**config.mk**
```make
export PLATFORM = sky130hd
export DESIGN_NAME = sdc_controller
export DESIGN_NICKNAME = d
export VERILOG_FILES = /design/src/rtl/sdc_controller.sv
export SDC_FILE = /design/constraint.sdc
export NUM_CORES = 1
export LEC_CHECK = 0
export BUFFER_PORTS_ARGS = -buffer_cell sky130_fd_sc_hd__buf_4
export CAP_MARGIN = 20
export CELL_PAD_IN_SITES_DETAIL_PLACEMENT = 1
export CELL_PAD_IN_SITES_GLOBAL_PLACEMENT = 1
export CORE_ASPECT_RATIO = 0.6
export CORE_MARGIN = 2
export CORE_UTILIZATION = 30
export DETAILED_ROUTE_END_ITERATION = 10
export GPL_TIMING_DRIVEN = 0
export PLACE_DENSITY_LB_ADDON = 0.1
export SYNTH_ARGS = -nofsm -noshare
export SYNTH_HDL_FRONTEND = slang
export SYNTH_SLANG_ARGS = --single-unit
```
**constraint.sdc**
```tcl
create_clock -name Clk -period 1.46 [get_ports Clk]
set_input_delay 0.219 -clock Clk [delete_from_list [all_inputs] [get_ports Clk]]
set_output_delay 0.219 -clock Clk [all_outputs]
set_load 0.1 [all_outputs]
```
**src/rtl/sdc_controller.sv**
```systemverilog
// Shutdown-circuit relay controller: supervises loop inputs and a watchdog heartbeat, and closes the relay on an activation edge.
// Optional feature: define SDC_BUTTON_DEBOUNCE_EN to filter both activation buttons with a counter debounce.
module sdc_controller #(
  parameter int N_LOOPS         = 4,
  parameter int CLOSE_DELAY     = 16,
  parameter int WD_TIMEOUT      = 1000,
  parameter int DEBOUNCE_CYCLES = 8
) (
  input  logic               Clk,
  input  logic               Power_on_Reset_n,
  input  logic               AS_close_SDC,
  input  logic               AS_driving_mode,
  input  logic               TS_Activation_Button_cockpit,
  input  logic               TS_Activation_Button_external,
  input  logic               Watchdog,
  input  logic [N_LOOPS-1:0] Shutdown_loop,
  input  logic               Fault_clear,
  output logic               To_SDC_relais,
  output logic               SDC_is_Ready,
  output logic [2:0]         SDC_state,
  output logic [N_LOOPS-1:0] Loop_fault
);
  localparam int SW  = N_LOOPS + 6;
  localparam int WDW = $clog2(WD_TIMEOUT + 1);
  localparam int CDW = $clog2(CLOSE_DELAY + 1);
  localparam logic [WDW-1:0] WD_MAX     = WDW'(WD_TIMEOUT);
  localparam logic [CDW-1:0] CLOSE_LAST = CDW'(CLOSE_DELAY - 1);

  typedef enum logic [2:0] {
    IDLE    = 3'd0,
    READY   = 3'd1,
    CLOSING = 3'd2,
    CLOSED  = 3'd3,
    FAULT   = 3'd4
  } state_t;

  // All asynchronous inputs share one two-stage synchroniser.
  logic [SW-1:0] raw_in;
  logic [SW-1:0] sync1_reg;
  logic [SW-1:0] sync2_reg;

  assign raw_in = {Shutdown_loop, Fault_clear, Watchdog, TS_Activation_Button_external,
                   TS_Activation_Button_cockpit, AS_driving_mode, AS_close_SDC};

  always_ff @(posedge Clk or negedge Power_on_Reset_n) begin
    if (!Power_on_Reset_n) begin
      sync1_reg <= '0;
      sync2_reg <= '0;
    end else begin
      sync1_reg <= raw_in;
      sync2_reg <= sync1_reg;
    end
  end

  logic               as_close_s;
  logic               mode_s;
  logic               wd_s;
  logic               fault_clear_s;
  logic [1:0]         btn_s;
  logic [N_LOOPS-1:0] loop_s;

  assign as_close_s    = sync2_reg[0];
  assign mode_s        = sync2_reg[1];
  assign btn_s         = sync2_reg[3:2];
  assign wd_s          = sync2_reg[4];
  assign fault_clear_s = sync2_reg[5];
  assign loop_s        = sync2_reg[SW-1:6];

  // Watchdog age counter; starts saturated so the heartbeat must be seen before READY.
  logic           wd_d_reg;
  logic [WDW-1:0] wd_cnt_reg;
  logic           wd_ok;

  always_ff @(posedge Clk or negedge Power_on_Reset_n) begin
    if (!Power_on_Reset_n) begin
      wd_d_reg   <= 1'b0;
      wd_cnt_reg <= WD_MAX;
    end else begin
      wd_d_reg <= wd_s;
      if (wd_s != wd_d_reg)
        wd_cnt_reg <= '0;
      else if (wd_cnt_reg != WD_MAX)
        wd_cnt_reg <= wd_cnt_reg + 1'b1;
    end
  end

  assign wd_ok = (wd_cnt_reg < WD_MAX);

  // btn_f[0] = cockpit, btn_f[1] = external.
  logic [1:0] btn_f;

`ifdef SDC_BUTTON_DEBOUNCE_EN
  localparam int DBW = $clog2(DEBOUNCE_CYCLES + 1);
  localparam logic [DBW-1:0] DB_LAST = DBW'(DEBOUNCE_CYCLES - 1);

  generate
    for (genvar gi = 0; gi < 2; gi++) begin : g_debounce
      logic [DBW-1:0] run_reg;
      logic           filt_reg;

      always_ff @(posedge Clk or negedge Power_on_Reset_n) begin
        if (!Power_on_Reset_n) begin
          run_reg  <= '0;
          filt_reg <= 1'b0;
        end else if (btn_s[gi] == filt_reg) begin
          run_reg <= '0;
        end else if (run_reg == DB_LAST) begin
          filt_reg <= btn_s[gi];
          run_reg  <= '0;
        end else begin
          run_reg <= run_reg + 1'b1;
        end
      end

      assign btn_f[gi] = filt_reg;
    end
  endgenerate
`else
  logic unused_debounce;
  assign unused_debounce = (DEBOUNCE_CYCLES > 0);
  assign btn_f = btn_s;
`endif

  logic act;
  logic act_d1_reg;
  logic act_rise;
  logic loop_ok;

  assign act      = mode_s ? btn_f[1] : btn_f[0];
  assign act_rise = act & ~act_d1_reg;
  assign loop_ok  = (&loop_s) & wd_ok;

  always_ff @(posedge Clk or negedge Power_on_Reset_n) begin
    if (!Power_on_Reset_n)
      act_d1_reg <= 1'b0;
    else
      act_d1_reg <= act;
  end

  state_t         state_reg;
  state_t         state_next;
  logic [CDW-1:0] close_cnt_reg;
  logic           relay_on;

  always_ff @(posedge Clk or negedge Power_on_Reset_n) begin
    if (!Power_on_Reset_n)
      state_reg <= IDLE;
    else
      state_reg <= state_next;
  end

  // Loop loss outranks a commanded open, which outranks close-delay expiry.
  always_comb begin
    state_next = state_reg;
    case (state_reg)
      IDLE:    if (loop_ok) state_next = READY;
      READY: begin
        if (!loop_ok)                     state_next = IDLE;
        else if (act_rise && as_close_s)  state_next = CLOSING;
      end
      CLOSING: begin
        if (!loop_ok)                        state_next = FAULT;
        else if (!as_close_s)                state_next = IDLE;
        else if (close_cnt_reg == CLOSE_LAST) state_next = CLOSED;
      end
      CLOSED: begin
        if (!loop_ok)         state_next = FAULT;
        else if (!as_close_s) state_next = IDLE;
      end
      FAULT:   if (fault_clear_s && loop_ok) state_next = IDLE;
      default: state_next = IDLE;
    endcase
  end

  always_ff @(posedge Clk or negedge Power_on_Reset_n) begin
    if (!Power_on_Reset_n)
      close_cnt_reg <= '0;
    else if (state_reg == CLOSING)
      close_cnt_reg <= close_cnt_reg + 1'b1;
    else
      close_cnt_reg <= '0;
  end

  assign relay_on = (state_reg == CLOSING) || (state_reg == CLOSED);

  always_ff @(posedge Clk or negedge Power_on_Reset_n) begin
    if (!Power_on_Reset_n)
      Loop_fault <= '0;
    else if (state_reg == FAULT && state_next == IDLE)
      Loop_fault <= '0;
    else if (relay_on)
      Loop_fault <= Loop_fault | ~loop_s;
  end

  assign To_SDC_relais = relay_on;
  assign SDC_is_Ready  = (state_reg == READY) || relay_on;
  assign SDC_state     = state_reg;

endmodule
```
==> metrics.md <==
| Metric | Value |
|---|---|
| Row count | 21 |
| Final setup margin | -51.77 ps |
| Initial Utilization | 0.3066 |
| # Max-Cap Violations | 0 |
| Critical path endpoint category | primary output |
| Final Cycle Share | 1.035 |
| Pre-CTS WS | -53.44 ps |
| Antenna Nets Post-Route | 0 |
| Total core area | 5518 um^2 |
| Worst path required time | 1240 ps |
| Hold crit path type | input pin to flip-flop |
| Post-synth EDFFs | 0 |
| Remaining global-route overflow | 0 |
| Clock Root Buffer | clkbuf_8 |
| DP HPWL | 2368 um |
| Clock transition at the registers of the reported paths | 90 ps |
| Slew @ Worst Pin | 710.6 ps |
| CTS tree | yes |
| RSZ-0062 raised after global routing | true |
| Crit-path max FO | 5 |
| Total GRT Usage | 0.1225 |
| # diodes | 0 |
| DRC errors left | 0 |
| FF+latch count, synth | 44 |
| Placer Congestion | 0.7238 |
| Most common cell after layout, fill and taps aside | dfrtp_1 |
| Top FF cell, synth | dfrtp_1 |
| Vias/cell | 4.642 |
| Worst ir drop on vdd | 0.0004344 V |
| CP startpoint kind | flip-flop |
| DR vias | 1142 |
| Deepest clock path buffer count | 2 |
| Clock insertion delay at the later pin of the skew report | 300 ps |
| H-tree levels | 2 |
| Post-synthesis adder-cell area fraction | 0.02959 |
| WL final | 3540 um |
| Synth warn | 0 |
| Max-slew violations | 0 |
| Fill cells | 598 |
| Layout area overhead | 34.99% |
| Simple-gate share of the synthesized area | 0.1575 |
| Post-synthesis compound-gate area fraction | 0.08358 |
| TritonRoute pass-1 iters | 4 |
| Cells along the critical path | nor2b_1 -> clkbuf_8 -> buf_12 |
| Layout cells sized above 1 | 0.3672 |
| Die area | 6275 um^2 |
| IO Pins | 21 |
| Commonest non-fill, non-tap cells in the layout | dfrtp_1, buf_4, nor2_1 |
| Die Ht | 62.17 um |
| Status | finished, violations left |
| Critical path data arrival time | 1290 ps |
| Max Clock Freq | 0.6615 GHz |
| Asr flop ratio synth | 1.000 |
| Syn nets | 153 |
| Leakage | 0.9706 nW |
| Min Tclk post-route | 1512 ps |
| Largest family of logic cells by synthesized area | simple AND/OR/NAND/NOR gates |
| Violated checks | setup timing |
| Vias in the first global route | 1201 |
| Slew HR | 0.5246 |
| Die width | 100.9 um |
| Synthesized cell area | 1692 um^2 |
| DR iter-0 viols | 23 |
| Power, Total | 2.442 mW |
| Num CTS Buffers | 5 |
| Final setup vio count | 1 |
| Post-synthesis xor/xnor area fraction | 0.03107 |
| Clock Skew | 10.69 ps |
| Initial antenna violation count | 0 |
| IO buf count | 20 |
| Mux share of post-synthesis cell area | 0.01849 |
| # nets final | 192 |
| Mapped Cells | 137 |
| Power Dens Cells | 1070 nW/um^2 |
| Worst Setup Path Type | flip-flop to primary output |
| Final core occ | 0.4138 |
| Worst path slowest cell | dfrtp_4 |
| Clock sinks | 44 |
| First-pass GRT wire length | 5761 um |
| Avg Inst Size Synth | 12.35 um^2 |
| Max incr delay on CP | 510 ps |
| Largest net degree at the start of global routing | 45 |
| Routed wire per std cell | 14.39 um |
| Sequential-to-total area share from yosys stat | 0.6553 |
| Synth cell types | 35 |
| Final Hold Fails | 0 |
per-layer routing:
layer,track usage,wire (um),vias to the layer above
met5,0,0,-
met1,0.1708,1772,569
li1,-,-,549
met3,0.04167,126,5
met2,0.1742,1597,19
met4,0.05068,42,0
Yosys cell counts, types with 2 or more instances:
| master | instances | share of area |
|---|---|---|
| a21oi_1 | 10 | 0.030 |
| nor2_1 | 14 | 0.031 |
| mux2i_1 | 2 | 0.012 |
| o31ai_1 | 2 | 0.0089 |
| nand2_1 | 6 | 0.013 |
| ha_1 | 4 | 0.030 |
| or4_1 | 2 | 0.0089 |
| xor2_1 | 4 | 0.021 |
| dfstp_2 | 6 | 0.093 |
| o21ai_0 | 5 | 0.015 |
| nor2b_1 | 2 | 0.0074 |
| inv_1 | 10 | 0.022 |
| nand2b_1 | 2 | 0.0074 |
| nand4_1 | 3 | 0.011 |
| nand3_1 | 4 | 0.012 |
| xnor2_1 | 2 | 0.010 |
| and3_1 | 2 | 0.0074 |
| nand3b_1 | 2 | 0.0089 |
| dfrtp_1 | 38 | 0.56 |
| or3_1 | 2 | 0.0074 |
worst max-delay path: cells and delay by family (launching register included):
family | cells | cell delay [ps]
DFF | 1 | 510
and+or+nand+nor | 1 | 140
buffers and inverters | 2 | 340
cell families (layout without fill, tap and decap cells):
family	Yosys count	count (layout)
xor+xnor	6	6
flops	44	44
compound gates	22	22
simple gates	47	47
mux	3	3
fa+ha+maj	4	4
buf+inv	11	51
through the flow:
step                cells  TNS, ps  cell area (um^2)  hold WS [ps]
global route          246   -279.3              2283         4.595
detailed placement    226   -163.0              1959         251.7
CTS                   239   -78.80              2155         10.06
global placement      226   -316.9              1959         239.7
floorplan             137        0              1723        -76.59
finish                246   -51.77              2283         18.84
area by class of cell:
type,count,area [um^2],area share
well taps,69,86.33,0.03781
clock inverters,3,47.55,0.02082
flip-flops and latches,44,1122,0.4915
clock buffers,5,68.82,0.03014
repair buffers,32,285.3,0.1249
inverters,10,37.54,0.01644
multi-input cells,82,621.8,0.2723
plain buffers,1,13.76,0.006027
report_power, final:
| group | internal (mW) | switching, mW | total (mW) | leakage (nW) |
|---|---|---|---|---|
| clock | 0.516 | 0.442 | 0.957 | 0.0583 |
| combinational | 0.0680 | 0.104 | 0.172 | 0.382 |
| sequential | 1.27 | 0.0442 | 1.31 | 0.530 |
path summary, 6_finish.rpt:
path | startpoint | slack (ps) | cells after the start | end
worst max register to register | SDC_state[1] | 40 | 4 | Loop_fault[3]
worst max-delay path | SDC_state[2] | -50 | 3 | To_SDC_relais
min in group asynchronous | Power_on_Reset_n | 460 | 2 | wd_cnt_reg[2]
worst min-delay path | AS_driving_mode | 20 | 1 | sync1_reg[1]
worst min register to register | sync1_reg[6] | 350 | 0 | sync2_reg[6]
max in group asynchronous | Power_on_Reset_n | 590 | 2 | SDC_state[1]
what timing repair did:
action	4_1_cts	5_1_grt
pin swaps	0	5
gates resized for setup	6	16
endpoints found under the hold margin	38	2
buffers inserted	4	5
hold buffers	1	2
setup endpoints to repair	7	11
No activity file was read; power rests on OpenSTA's default activity.
